==> config.mk <==
export PLATFORM = sky130hd
export DESIGN_NAME = mem_bus_arbiter
export DESIGN_NICKNAME = d
export VERILOG_FILES = /design/src/rtl/mips_mem_pkg.sv /design/src/rtl/mem_bus_arbiter_arb_pick.sv /design/src/rtl/mem_bus_arbiter.sv
export SDC_FILE = /design/constraint.sdc
export NUM_CORES = 1
export LEC_CHECK = 0
export CAP_MARGIN = 10
export CORE_AREA = 2 2 287 289
export DETAILED_ROUTE_END_ITERATION = 8
export DIE_AREA = 0 0 289 291
export DONT_BUFFER_PORTS = 1
export PLACE_DENSITY = 0.36
export RECOVER_POWER = 50
export SYNTH_ARGS = -nofsm -noshare
export SYNTH_HDL_FRONTEND = slang
export SYNTH_SLANG_ARGS = --single-unit
==> constraint.sdc <==
create_clock -name clk -period 1.9 [get_ports clk]
set_input_delay 0.57 -clock clk [delete_from_list [all_inputs] [get_ports clk]]
set_output_delay 0.57 -clock clk [all_outputs]
set_load 0.01 [all_outputs]
==> src/rtl/mips_mem_pkg.sv <==
// Shared types and constants for the MIPS core memory-side arbitration logic.
package mips_mem_pkg;

    localparam int unsigned ADDR_W_DEFAULT = 28;
    localparam int unsigned LINE_W_DEFAULT = 128;

    localparam logic REQ_I = 1'b0;
    localparam logic REQ_D = 1'b1;

    typedef enum logic [1:0] {
        IDLE,
        BUSY_I,
        BUSY_D,
        DONE
    } arb_state_t;

endpackage

==> src/rtl/mem_bus_arbiter_arb_pick.sv <==
// Combinational winner select between I-cache and D-cache requests.
// Define ARB_ROUND_ROBIN_EN for round-robin on contention; default is fixed D priority.
module arb_pick
    import mips_mem_pkg::*;
(
    input  logic i_req_i,
    input  logic i_req_d,
    input  logic i_last_grant,
    output logic o_gnt_valid,
    output logic o_gnt_id
);

    always_comb begin
        o_gnt_valid = i_req_i | i_req_d;
`ifdef ARB_ROUND_ROBIN_EN
        // Contested grant goes to whichever requester was not served last.
        if (i_req_i && i_req_d) begin
            o_gnt_id = ~i_last_grant;
        end else begin
            o_gnt_id = i_req_d ? REQ_D : REQ_I;
        end
`else
        o_gnt_id = i_req_d ? REQ_D : REQ_I;
`endif
    end

`ifndef ARB_ROUND_ROBIN_EN
    logic w_unused_last;
    assign w_unused_last = i_last_grant;
`endif

endmodule

==> src/rtl/mem_bus_arbiter.sv <==
// Serialises I-cache and D-cache line requests onto one memory port.
// Arbitration policy selected by ARB_ROUND_ROBIN_EN (see arb_pick).
module mem_bus_arbiter
    import mips_mem_pkg::*;
#(
    parameter int unsigned ADDR_W = ADDR_W_DEFAULT,
    parameter int unsigned LINE_W = LINE_W_DEFAULT
) (
    input  logic              clk,
    input  logic              rst,
    input  logic              i_read,
    input  logic [ADDR_W-1:0] i_addr,
    output logic [LINE_W-1:0] i_rdata,
    output logic              i_ready,
    input  logic              d_read,
    input  logic              d_write,
    input  logic [ADDR_W-1:0] d_addr,
    input  logic [LINE_W-1:0] d_wdata,
    output logic [LINE_W-1:0] d_rdata,
    output logic              d_ready,
    output logic              mem_read,
    output logic              mem_write,
    output logic [ADDR_W-1:0] mem_addr,
    output logic [LINE_W-1:0] mem_wdata,
    input  logic [LINE_W-1:0] mem_rdata,
    input  logic              mem_ready
);

    arb_state_t        r_state;
    logic              r_last_grant;
    logic              r_mem_read;
    logic              r_mem_write;
    logic [ADDR_W-1:0] r_mem_addr;
    logic [LINE_W-1:0] r_mem_wdata;
    logic [LINE_W-1:0] r_i_rdata;
    logic [LINE_W-1:0] r_d_rdata;
    logic              r_i_ready;
    logic              r_d_ready;

    logic w_req_d;
    logic w_gnt_valid;
    logic w_gnt_id;

    assign w_req_d = d_read | d_write;

    arb_pick u_arb_pick (
        .i_req_i      (i_read),
        .i_req_d      (w_req_d),
        .i_last_grant (r_last_grant),
        .o_gnt_valid  (w_gnt_valid),
        .o_gnt_id     (w_gnt_id)
    );

    always_ff @(posedge clk) begin
        if (rst) begin
            r_state      <= IDLE;
            r_last_grant <= REQ_I;
            r_mem_read   <= 1'b0;
            r_mem_write  <= 1'b0;
            r_mem_addr   <= '0;
            r_mem_wdata  <= '0;
            r_i_rdata    <= '0;
            r_d_rdata    <= '0;
            r_i_ready    <= 1'b0;
            r_d_ready    <= 1'b0;
        end else begin
            r_i_ready <= 1'b0;
            r_d_ready <= 1'b0;
            case (r_state)
                IDLE: begin
                    if (w_gnt_valid) begin
                        r_last_grant <= w_gnt_id;
                        if (w_gnt_id == REQ_D) begin
                            // A simultaneous read+write from the D-cache is a write-back.
                            r_mem_addr  <= d_addr;
                            r_mem_wdata <= d_wdata;
                            r_mem_write <= d_write;
                            r_mem_read  <= ~d_write;
                            r_state     <= BUSY_D;
                        end else begin
                            r_mem_addr  <= i_addr;
                            r_mem_read  <= 1'b1;
                            r_mem_write <= 1'b0;
                            r_state     <= BUSY_I;
                        end
                    end
                end
                BUSY_I: begin
                    if (mem_ready) begin
                        r_i_rdata   <= mem_rdata;
                        r_i_ready   <= 1'b1;
                        r_mem_read  <= 1'b0;
                        r_mem_write <= 1'b0;
                        r_state     <= DONE;
                    end
                end
                BUSY_D: begin
                    if (mem_ready) begin
                        if (r_mem_read) begin
                            r_d_rdata <= mem_rdata;
                        end
                        r_d_ready   <= 1'b1;
                        r_mem_read  <= 1'b0;
                        r_mem_write <= 1'b0;
                        r_state     <= DONE;
                    end
                end
                DONE: begin
                    // Requests still high here belong to the transaction just finished.
                    r_state <= IDLE;
                end
                default: begin
                    r_state <= IDLE;
                end
            endcase
        end
    end

    assign mem_read  = r_mem_read;
    assign mem_write = r_mem_write;
    assign mem_addr  = r_mem_addr;
    assign mem_wdata = r_mem_wdata;
    assign i_rdata   = r_i_rdata;
    assign d_rdata   = r_d_rdata;
    assign i_ready   = r_i_ready;
    assign d_ready   = r_d_ready;

endmodule

; Word-level counts from Yosys, hierarchy flattened
; Index checks and enable logic that the tools add are counted.
[totals]
wordCells = 44
in_bits = 318
ff_bits = 418
output_inout_bits = 416
[classes]
reduce_logical = 11
muxes = 14
bitwise_logic = 5
eq_ne = 5
[ops]
columns = operator, n
row1 = $mux W28, 1
row2 = $reduce_and A3 Y1, 3
row3 = $mux W1, 7
row4 = $mux W2, 3
row5 = $pmux W2 S3, 1
row6 = $reduce_and A2 Y1, 3
row7 = $reduce_or A2 Y1, 3
row8 = $eq A2 B2 Y1 const B, 2
row9 = $ne A2 B1 Y1 const B, 2
row10 = $pmux W1 S2, 2
row11 = $not A1 Y1, 3
row12 = $eq A2 B1 Y1 const B, 1
row13 = $logic_not A2 Y1, 1
row14 = $or A1 B1 Y1, 2
row15 = $reduce_bool A2 Y1, 1

; Logic depth before layout (Yosys ltp)
; Gate-level depths: netlist of the first run.
[logic_depth]
depth_word = 5
depth_mapped = 7
mapped_depth_nobuf = 5

; Modules after synthesis
; Synthesis of the first run repeated with hierarchy kept, for this count alone.
[unflattened]
cells_unflattened = 1838
area_unflattened_um2 = 15143.3
[by_module_without_submodules]
columns = mod, area_each_um2, cells_per_inst, n_inst, seq_area_each_um2
row1 = mem_bus_arbiter, 15129.5, 1836, 1, 8388.0
row2 = arb_pick, 13.8, 2, 1, 0.0

; Worst setup path after synthesis of the first run
; OpenSTA, ideal clock, no wires.
[synth_path]
kind = input -> register
startpoint = in d_write
endpoint = reg r_mem_addr[5], in the netlist mem_addr[5]
setup_ns = 0.142
setup_slack_ns = 0.305
n_path_buf = 3
arrival_ns = 1.453
required_ns = 1.758
cell_stages = 6
path_cell_list = buf_2 > o31a_1 > buf_4 > buf_2 > nor2_1 > a311oi_1
[synth_via]
elab_chain_len = 3
elab_cells_between_ends = 5
cone_classes = mux (2) / bitwise (2) / reduce/logical (1)
[synth_rtl]
columns = item, line
row1 = start: declaration, mem_bus_arbiter.sv:16  ; input logic d_write,
row2 = $or A1 B1 Y1 *, mem_bus_arbiter.sv:44  ; assign w_req_d = d_read | d_write;
row3 = $mux W1 or $or A1 B1 Y1 (tied branches), "mem_bus_arbiter_arb_pick.sv:23, mem_bus_arbiter_arb_pick.sv:14"
row4 = $mux W28 or $reduce_and A2 Y1 (tied branches), --
row5 = end signal: assignment, mem_bus_arbiter.sv:75  ; r_mem_addr <= d_addr;
row6 = end signal: assignment, mem_bus_arbiter.sv:81  ; r_mem_addr <= i_addr;
row7 = end: declaration, mem_bus_arbiter.sv:33  ; logic [ADDR_W-1:0] r_mem_addr;
; Every way passes the cells marked *; elsewhere a longest branch is shown, timed or not.
; A chain may end at the register's enable or synchronous reset.

; Worst setup path after layout of the first run
[layout_path]
startpoint = reg r_state[0]
endpoint = reg r_d_rdata[66], in the netlist d_rdata[66]
[layout_via]
elab_chain_len = 2
[layout_rtl]
columns = item, line
row1 = start: declaration, mem_bus_arbiter.sv:29  ; arb_state_t r_state;
row2 = start signal: assignment, mem_bus_arbiter.sv:56  ; r_state <= IDLE;
row3 = start signal: assignment, mem_bus_arbiter.sv:79  ; r_state <= BUSY_D;
row4 = start signal: assignment, mem_bus_arbiter.sv:84  ; r_state <= BUSY_I;
row5 = $eq A2 B2 Y1, mem_bus_arbiter.sv:69  ; case (r_state)
row6 = $reduce_and A3 Y1 (no source line), --
row7 = end signal: assignment, mem_bus_arbiter.sv:100  ; r_d_rdata <= mem_rdata;
row8 = end: declaration, mem_bus_arbiter.sv:36  ; logic [LINE_W-1:0] r_d_rdata;
; No other way between the ends.

==> results of run 1 <==
placed cells by master, fill, tap and decap left out, types with 2 or more instances in the layout:
cell type	n
o21ai_0	30
nand2_1	797
clkinv_2	9
a21oi_1	385
o32ai_1	2
ha_1	4
buf_12	14
nand2b_1	2
inv_1	4
buf_4	32
nor2b_1	2
buf_16	2
buf_6	2
dfxtp_1	418
clkbuf_1	14
clkbuf_16	50
clkbuf_8	10
a311oi_1	28
nor2_1	33
state kept, by name (all words and copies together) (netlist names):
| name | flops |
|---|---|
| mem_read | 1 |
| mem_addr | 28 |
| d_ready | 1 |
| mem_write | 1 |
| i_ready | 1 |
| r_state | 2 |
| mem_wdata | 128 |
| d_rdata | 128 |
| i_rdata | 128 |
per-stage QoR:
step	setup slack [ns]	util, %
2_1_floorplan	0.305	-
3_3_place_gp	0.0443	19.7
3_5_place_dp	-0.00565	19.7
4_1_cts	0.0808	21.5
5_1_grt	-0.00952	21.6
6_report	0.111	21.6
logic make-up (layout without fill, tap and decap cells):
family                   after synthesis  after routing  share of synthesized area, %
AND/OR/NAND/NOR                      841            841                          21.7
AO/OA/AOI/OAI                        451            452                          16.3
flip-flops                           418            418                          57.0
buffers and inverters                151            139                          4.48
adder cells (fa/ha/maj)                5              5                         0.426
multiplexers                           1              1                        0.0682
other                                  0              1                             0
worst max path at each step:
stage	start	endpoint
final	r_state[0]	d_rdata[66]
after global routing	r_state[1]	i_rdata[105]
after CTS	r_state[0]	mem_wdata[52]
after detailed placement	r_state[0]	mem_wdata[27]
after global placement	r_state[0]	mem_wdata[122]
after floorplan	d_write	mem_addr[5]
power by group:
part	leakage, nW	switching (mW)	internal (mW)
Clock	0.747	3.76	5.19
Sequential	3.40	1.57	9.98
Combinational	1.71	2.75	1.70
layout make-up:
cell class	instances	area share, %
diodes	1	0.0143
clock buffers	74	8.21
clock inverters	11	0.392
inverters	4	0.0856
multi-input cells	1299	32.6
flip-flops and latches	418	47.7
well taps	1070	7.63
repair buffers	50	3.41
worst register-to-register path, cell delays in order (launching register included):
cell     delay, ns
dfxtp_1       0.32
inv_1         0.17
ha_1          0.26
and3_4        0.26
buf_16        0.23
buf_6         0.27
nand2_1       0.07
a21oi_1       0.12
repair_timing:
item	CTS	global route
gates resized for setup	1	4
endpoints found under the setup margin	7	47
buffers inserted	0	3
gates cloned	0	1
metal layers:
metal | vias to the layer above | wire, µm | global-route usage [%] | part of all wire (%)
met5 | - | 0 | 0 | 0
met4 | 0 | 1410 | 3.61 | 2.5
met3 | 89 | 7810 | 6.55 | 14
met2 | 560 | 27900 | 22.3 | 49
li1 | 5966 | - | - | -
met1 | 5803 | 19200 | 12.7 | 34
==> metrics.md, run 1 <==
| Metric | Value |
|---|---|
| Most frequent cell after synthesis | `nand2_1` |
| Clk sink count | `418` |
| Worst slew pin tran | `0.868 ns` |
| Hpwl dp | `40.1 mm` |
| Boundary Pins | `734` |
| Share of post-route cells with drive strength above 1 | `7.11%` |
| Vias in the first global route | `12261` |
| Total global routing overflow | `0` |
| Total CTS buffers | `48` |
| Port Buf Inserts | `0` |
| Final Non-Filler Cells | `2927` |
| Clock slew at reported path FFs | `0.06 ns` |
| Min-delay worst type | `input pin to flip-flop` |
| Crit path capture type | `flip-flop` |
| Iteration-0 DRC Markers | `633` |
| Die ar. | `84100 µm²` |
| Clock Skews | `0.0122 ns` |
| Gpl congestion | `0.809` |
| Initial DRT Pass Iterations | `5` |
| Final-report hold violation count | `0` |
| Reg area | `8370 µm²` |
| Drt total wl | `56.3 mm` |
| Worst Hold Slack | `0.112 ns` |
| Startpoint Class | `flip-flop` |
| Final setup viols | `0` |
| FF-to-FF setup slack | `0.11 ns` |
| Global-route wire length before repair | `80.8 mm` |
| Clock insertion delay at the later pin of the skew report | `0.58 ns` |
| Maximum vdd drop | `0.779 mV` |
| Yosys Warn Count | `0` |
| Initial antenna violation count | `2` |
| DRC errors left | `0` |
| Pwr/cell area | `1420 nW/µm²` |
| DRT antenna net count | `0` |
| Hold Buf Count CTS | `0` |
| Post-synth EDFFs | `0` |
| CP cell instances | `inv_1 -> ha_1 -> and3_4 -> buf_16 -> buf_6 -> nand2_1 -> a21oi_1` |
| Post-Syn Area | `14700 µm²` |
| CTS tree | `yes` |
| Library cells used by synthesis | `26` |
| Core Box Area | `81200 µm²` |
| MaxCap Viol Count | `0` |
| Sequential area share after synthesis | `57.0%` |
| Hold Path Depth | `1` |
| H-tree depth | `2` |
| Gate Count Post-Synth | `1867` |
| Yosys top cell area share | `57.0%` |
| Fin nets | `2144` |
| Vias | `12418` |
| Fin. max-slew vios | `0` |
| Data required time at the worst endpoint | `2.40 ns` |
| Syn Area/Cell | `7.86 µm²` |
| Arrival @ worst endpoint | `2.29 ns` |
| Min-delay src | `rst` |
| Total track usage | `12.5%` |
| Stages on worst setup path | `7` |
| Buf/Inv on CP | `3` |
| Multi-input gate area | `5720 µm²` |
| Fin crit period | `1.79 ns` |
| Worst path slowest cell | `dfxtp_1` |
| Final Cycle Share | `94.2%` |
| Top cell type by total area after synthesis | `dfxtp_1` |
| Crit-path leading delay family | `buffers and inverters` |
| Largest net degree at the start of global routing | `422` |
| Max transition margin | `42.1%` |
| Root buf cell | `clkbuf_16` |
| FF-to-FF Start | `r_state[0]` |
| Synth top area cells | `dfxtp_1, nand2_1, a21oi_1` |
| Async SR Flop Fraction | `0%` |
| Hold path endpoint | `i_rdata[7]` |
| List of most frequent post-synthesis cells | `nand2_1, dfxtp_1, a21oi_1` |
| Clock buffer depth | `3` |
| Status | `finished clean` |
| Max Clk Rate | `559 MHz` |
| Die H | `291 µm` |
| Design area | `17500 µm²` |
| Final Power | `24.9 mW` |
| Static leakage | `5.86 nW` |
| Vias per inst | `4.24` |
| Most used DFF post-synth | `dfxtp_1` |
| Row count | `105` |
| Area growth, synth to finish | `19.6%` |
| DIE WIDTH | `289 µm` |
| DR WL/cell | `19.2 µm` |
| Fin Setup TNS | `0 ns` |
| Total placed cells including tap cells | `2837` |
| Post-Place Cell Area | `16000 µm²` |
| Synth Register Bits | `418` |
| Post-Syn Nets | `2190` |
| Worst r2r dst | `d_rdata[66]` |
| R2R depth | `7` |
| Slowest stage delay, CP | `0.32 ns` |
| Crit-path max FO | `48` |
| Initial Utilization | `18.1%` |
| Critical path type | `flip-flop to flip-flop` |
| Fillers | `9058` |
Note: power is estimated with default switching activity, not from simulation.
==> run 2: changes to the inputs <==
--- a/config.mk
+++ b/config.mk
@@ -6,12 +6,14 @@
 export NUM_CORES = 1
 export LEC_CHECK = 0
 export CAP_MARGIN = 10
-export CORE_AREA = 2 2 287 289
+export CORE_AREA = 2 2 283 285
 export DETAILED_ROUTE_END_ITERATION = 8
-export DIE_AREA = 0 0 289 291
+export DIE_AREA = 0 0 285 287
 export DONT_BUFFER_PORTS = 1
-export PLACE_DENSITY = 0.36
+export HOLD_SLACK_MARGIN = 0.12
+export PLACE_DENSITY = 0.37
 export RECOVER_POWER = 50
 export SYNTH_ARGS = -nofsm -noshare
 export SYNTH_HDL_FRONTEND = slang
+export SYNTH_HIERARCHICAL = 1
 export SYNTH_SLANG_ARGS = --single-unit
==> run 2 against run 1 <==
Effect of this change:
- total power rose by 5.4%
- setup slack worse by 0.019 ns
- sequential cell count did not move
- worst hold slack got worse by 0.046 ns
- sequential share of layout area shrank 5.5 points
- combinational power increased by 5.4%
- non-clock buffer count up 201
- via count grew 3.5%
- first-iteration DRC count increased by 11%
- clock skew up 0.021 ns
- largest power group unchanged
- highest routed layer unchanged
==> metrics.md, run 2 <==
| Metric | Value |
|---|---|
| Status | `finished clean` |
| Initial antenna violation count | `2 (unchanged)` |
| Maximum vdd drop | `0.613 mV (-21%)` |
| Drt total wl | `58.1 mm (+3.1%)` |
| Worst slew pin tran | `1.08 ns (+0.212 ns)` |
| Fin Setup TNS | `0 ns (unchanged)` |
| Clock insertion delay at the later pin of the skew report | `0.60 ns (+0.02 ns)` |
| Post-CTS Setup Bufs | `0 (unchanged)` |
| Most frequent cells in the layout | `nand2_1, dfxtp_1, a21oi_1, dlygate4sd3_1, clkbuf_16` |
| Total CTS buffers | `49 (+2.1%)` |
| Largest net degree at the start of global routing | `419 (-0.71%)` |
| Vias per inst | `4.16 (-1.9%)` |
| Crit-path max FO | `3 (-94%)` |
| Total global routing overflow | `0 (unchanged)` |
| Pwr/cell area | `1330 nW/µm² (-6.6%)` |
| Data required time at the worst endpoint | `1.33 ns (-1.07 ns)` |
| Total track usage | `13.2% (+0.67 points)` |
| Clock slew at reported path FFs | `0.06 ns (about the same)` |
| Gpl congestion | `0.842 (+4.1%)` |
| DRT antenna net count | `0 (unchanged)` |
| DRC errors left | `0 (unchanged)` |
| Clk sink count | `418 (unchanged)` |
| Critical path type | `flip-flop to output port` |
| Final setup viols | `0 (unchanged)` |
| Crit path capture type | `output port` |
| Fillers | `8580 (-5.3%)` |
| Boundary Pins | `734 (unchanged)` |
| DR WL/cell | `18.8 µm (-2.2%)` |
| Iteration-0 DRC Markers | `700 (+11%)` |
| Post-Syn Nets | `2157 (-1.5%)` |
| Final-report hold violation count | `0 (unchanged)` |
| Share of post-route cells with drive strength above 1 | `8.16% (+1.0 points)` |
| Vias in the first global route | `12667 (+3.3%)` |
| Initial DRT Pass Iterations | `7 (+2)` |
| Static leakage | `6.93 nW (+18%)` |
| DIE WIDTH | `285 µm (-1.4%)` |
| Fin nets | `2317 (+8.1%)` |
| Final Cycle Share | `95.1% (+0.99 points)` |
| Finished Core Util | `25.2% (+3.6 points)` |
| Row count | `103 (-1.9%)` |
| Gate Count Post-Synth | `1835 (-1.7%)` |
| Syn Area/Cell | `8.23 µm² (+4.8%)` |
| Die H | `287 µm (-1.4%)` |
| Clock Skews | `0.0334 ns (+0.0211 ns)` |
| Global-route wire length before repair | `83.3 mm (+3.2%)` |
| Clock buffer depth | `3 (unchanged)` |
| CTS tree | `yes` |
| Root buf cell | `clkbuf_16` |
| Fin crit period | `1.81 ns (+0.0188 ns)` |
| Max transition margin | `28.0% (-14 points)` |
| Post-Syn Area | `15100 µm² (+3.0%)` |
| Min-delay worst type | `input pin to flip-flop` |
| Hpwl dp | `41.6 mm (+3.7%)` |
| Area growth, synth to finish | `31.2%` |
| RSZ-0062 raised after global routing | `false` |
| Die ar. | `81800 µm² (-2.7%)` |
| Final Power | `26.3 mW (+5.4%)` |
| Vias | `12848 (+3.5%)` |
| Max Clk Rate | `553 MHz (-1.0%)` |
| Port Buf Inserts | `0 (unchanged)` |
| Startpoint Class | `flip-flop` |
| Most common cell after layout, fill and taps aside | `nand2_1` |
| H-tree depth | `2 (unchanged)` |
| Initial Utilization | `19.2% (+1.2 points)` |
| Fin. max-slew vios | `0 (unchanged)` |
| Arrival @ worst endpoint | `1.24 ns (-1.05 ns)` |
| Yosys Warn Count | `6 (+6)` |
| MaxCap Viol Count | `0 (unchanged)` |
| Core Box Area | `78600 µm² (-3.2%)` |
-- run 2: per-stage QoR --
stage	worst slack (ns)	instance area (µm²)	std cells	hold WS, ns
after floorplan	0.0242	15100	1835	0.481
after global placement	-0.0369	16100	2793	0.487
after detailed placement	-0.0574	16100	2793	0.492
after CTS	0.0393	19800	3077	0.0332
after global routing	0.0189	19800	3085	0.0167
final	0.0924	19800	3088	0.0661
-- run 2: what timing repair did --
item / 4_1_cts / 5_1_grt
gates resized for setup: 1 / 0
endpoints found under the hold margin: 375 / 116
endpoints found under the setup margin: 1 / 0
hold buffers: 193 / 8
-- run 2: worst paths after layout --
kind,cells past startpoint,from,end,slack (ns)
worst min register to register,2,mem_wdata[57],mem_wdata[57],0.50
worst min-delay path,1,rst,mem_wdata[77],0.07
worst max-delay path,0,i_rdata[95],i_rdata[95],0.09
worst max register to register,6,r_state[1],mem_addr[12],0.18
-- run 2: power by group --
| group | switching, mW | internal, mW | total (mW) | leakage [nW] |
|---|---|---|---|---|
| combinational | 2.84 | 1.83 | 4.68 | 2.67 |
| sequential | 1.60 | 9.96 | 11.6 | 3.40 |
| clock | 3.99 | 6.06 | 10.1 | 0.856 |
-- run 2: final cells by class --
type	count	area, µm²	area share (%)
antenna	3	7.51	0.0379
sequential	418	8370	42.2
multi-input combinational	1272	5780	29.2
inverter	3	11.3	0.0568
clock buffer	68	1420	7.15
timing repair buffer	251	2590	13.1
clock inverter	23	329	1.66
tap	1050	1310	6.63
-- run 2: per-layer routing --
metal,track usage [%],wire length [µm]
met1,14.8,21600
met2,23.2,29100
met3,4.68,5590
met4,4.71,1850
met5,0,0
-- run 2: worst register-to-register path: cells and delay by family, from the launching register on --
| family | cells | cell delay (ns) |
|---|---|---|
| adders and majority gates | 1 | 0.20 |
| DFF | 1 | 0.33 |
| and+or+nand+nor | 2 | 0.39 |
| AOI/OAI and AO/OA | 1 | 0.21 |
| buffers and inverters | 2 | 0.49 |
==> run 3: changes to the inputs <==
--- a/config.mk
+++ b/config.mk
@@ -5,7 +5,7 @@
 export SDC_FILE = /design/constraint.sdc
 export NUM_CORES = 1
 export LEC_CHECK = 0
-export CAP_MARGIN = 10
+export CAP_MARGIN = 15
 export CORE_AREA = 2 2 283 285
 export DETAILED_ROUTE_END_ITERATION = 8
 export DIE_AREA = 0 0 285 287
==> constraint.sdc (replaced) <==
create_clock -name clk -period 2.15 [get_ports clk]
set_input_delay 0.645 -clock clk [delete_from_list [all_inputs] [get_ports clk]]
set_output_delay 0.645 -clock clk [all_outputs]
set_load 0.01 [all_outputs]
==> run 3 against run 2 <==
Effect of this change:
- utilization is 2.6 points lower
- sequential cell count is the same
- sequential share of layout area is 4.8 points higher
- largest cell class unchanged
==> metrics.md, run 3 (same netlist as run 2, synthesis figures left out) <==
| Metric | Value |
|---|---|
| Row count | `103 (unchanged)` |
| Static leakage | `6.04 nW (-13%)` |
| Final-report hold violation count | `0 (unchanged)` |
| Startpoint Class | `flip-flop` |
| CP cell instances | `inv_1 -> ha_1 -> nand2_1 -> buf_6 -> nand2_1 -> a21oi_1` |
| Die ar. | `81800 µm² (unchanged)` |
| Status | `finished clean` |
| Most common cell after layout, fill and taps aside | `nand2_1` |
| Vias per inst | `4.20 (+0.97%)` |
| Clock Skews | `0.0182 ns (-0.0151 ns)` |
| Worst path slowest cell | `buf_6` |
| Met2 Usage GRT | `23.7% (+0.57 points)` |
| Fin crit period | `1.89 ns` |
| CTS tree | `yes` |
| Post-CTS Setup Bufs | `0 (unchanged)` |
| Initial DRT Pass Iterations | `5 (-2)` |
| Arrival @ worst endpoint | `2.40 ns (+1.16 ns)` |
| Clk sink count | `418 (unchanged)` |
| Total global routing overflow | `0 (unchanged)` |
| GR Util met1 | `13.6% (-1.1 points)` |
| Share of post-route cells with drive strength above 1 | `7.54% (-0.62 points)` |
| Die H | `287 µm (unchanged)` |
| Clock insertion delay at the later pin of the skew report | `0.60 ns (about the same)` |
| Slowest stage delay, CP | `0.51 ns` |
| Buf/Inv on CP | `2` |
| Total track usage | `13.2% (-0.067 points)` |
| Initial antenna violation count | `2 (unchanged)` |
| Global-route wire length before repair | `82.1 mm (-1.5%)` |
| Final Cycle Share | `87.9%` |
| MaxCap Viol Count | `0 (unchanged)` |
| Fin. max-slew vios | `0 (unchanged)` |
| Maximum vdd drop | `0.539 mV (-12%)` |
| Core Box Area | `78600 µm² (unchanged)` |
| RSZ-0062 raised after global routing | `false` |
| Boundary Pins | `734 (unchanged)` |
| Vias in the first global route | `11944 (-5.7%)` |
| FF-to-FF setup slack | `0.26 ns (+0.08 ns)` |
| Crit-path leading delay family | `buffers and inverters` |
| Met3 GRT Util | `5.93% (+1.2 points)` |
| Total CTS buffers | `49 (unchanged)` |
| DR WL/cell | `19.9 µm (+5.8%)` |
| Fin nets | `2132 (-8.0%)` |
| Min-delay worst type | `input pin to flip-flop` |
| H-tree depth | `2 (unchanged)` |
| Port Buf Inserts | `0 (unchanged)` |
| Max transition margin | `38.8% (+11 points)` |
| Initial Utilization | `19.2% (unchanged)` |
| Max Clk Rate | `529 MHz` |
| Largest net degree at the start of global routing | `407 (-2.9%)` |
| Hpwl dp | `41.4 mm (-0.36%)` |
| Final setup viols | `0 (unchanged)` |
| Root buf cell | `clkbuf_16` |
| Most used cell, CP | `nand2_1` |
| Crit path capture type | `flip-flop` |
| Worst slew pin tran | `0.918 ns (-0.162 ns)` |
| Global route hottest layer | `met2` |
| Pwr/cell area | `1240 nW/µm² (-6.2%)` |
| Data required time at the worst endpoint | `2.66 ns (+1.33 ns)` |
| DRC errors left | `0 (unchanged)` |
| Final Power | `22.1 mW (-16%)` |
| Crit-path max FO | `87 (+84)` |
| Area growth, synth to finish | `17.7%` |
| Most frequent cells in the layout | `nand2_1, dfxtp_1, a21oi_1, clkbuf_16, nor2_1` |
| Vias | `12162 (-5.3%)` |
| Drt total wl | `57.6 mm (-0.81%)` |
| Gpl congestion | `0.836 (-0.81%)` |
| DRT antenna net count | `0 (unchanged)` |
| Fin Setup TNS | `0 ns (unchanged)` |
| DIE WIDTH | `285 µm (unchanged)` |
| Clock buffer depth | `3 (unchanged)` |
| Iteration-0 DRC Markers | `636 (-9.1%)` |
| Critical path type | `flip-flop to flip-flop` |
| Clock slew at reported path FFs | `0.06 ns (about the same)` |
==> run 3: cell count changes in the layout (fill, tap and decap cells not counted), moves of 3 or more <==
cell,previous run,this run
dlygate4sd3_1,201,28
buf_4,27,19
clkbuf_1,11,19
clkinv_2,9,2
clkbuf_8,12,7
buf_12,17,13
bufinv_16,6,3
==> run 3: power breakdown <==
| group | switching, mW | internal [mW] |
|---|---|---|
| logic | 2.38 | 1.30 |
| registers | 1.39 | 8.80 |
| clock network | 3.41 | 4.83 |
| total | 7.18 | 14.9 |
==> run 3: final timing paths <==
kind | start | endpoint | depth (start not counted)
setup / recovery | r_state[1] | i_rdata[81] | 6
hold / removal | rst | mem_wdata[51] | 1
setup reg to reg | r_state[1] | i_rdata[81] | 6
hold reg to reg | d_rdata[79] | d_rdata[79] | 2
==> run 3: timing repair <==
item / 4_1_cts / 5_1_grt
gates resized for setup: 0 / 0
setup endpoints to repair: 0 / 0
hold buffers: 28 / 0
hold endpoints to repair: 38 / 0
==> run 3: metal layers <==
layer	routed length, µm	vias up
met5	0	-
met4	1440	0
met3	6130	83
met2	29600	445
met1	20500	5739
li1	-	5895
==> run 3: per-stage QoR <==
stage	instance area (µm²)	worst slack (ns)	hold WS (ns)	utilization, %	instances
global route	17800	0.0835	0.111	22.6	2894
finish	17800	0.260	0.151	22.6	2895
floorplan	15100	0.199	0.481	-	1835
CTS	17900	0.197	0.120	22.7	2893
detailed placement	16000	0.0642	0.491	20.4	2781
global placement	16000	0.107	0.488	20.4	2781
==> run 3: layout make-up <==
type / count / area [µm²]
repair buffers: 66 / 719
clock buffers: 73 / 1390
multi-input cells: 1272 / 5780
clock inverters: 11 / 191
fillers: 8723 / 60800
well taps: 1050 / 1310
inverters: 3 / 11.3
flip-flops and latches: 418 / 8370
diodes: 2 / 5.00
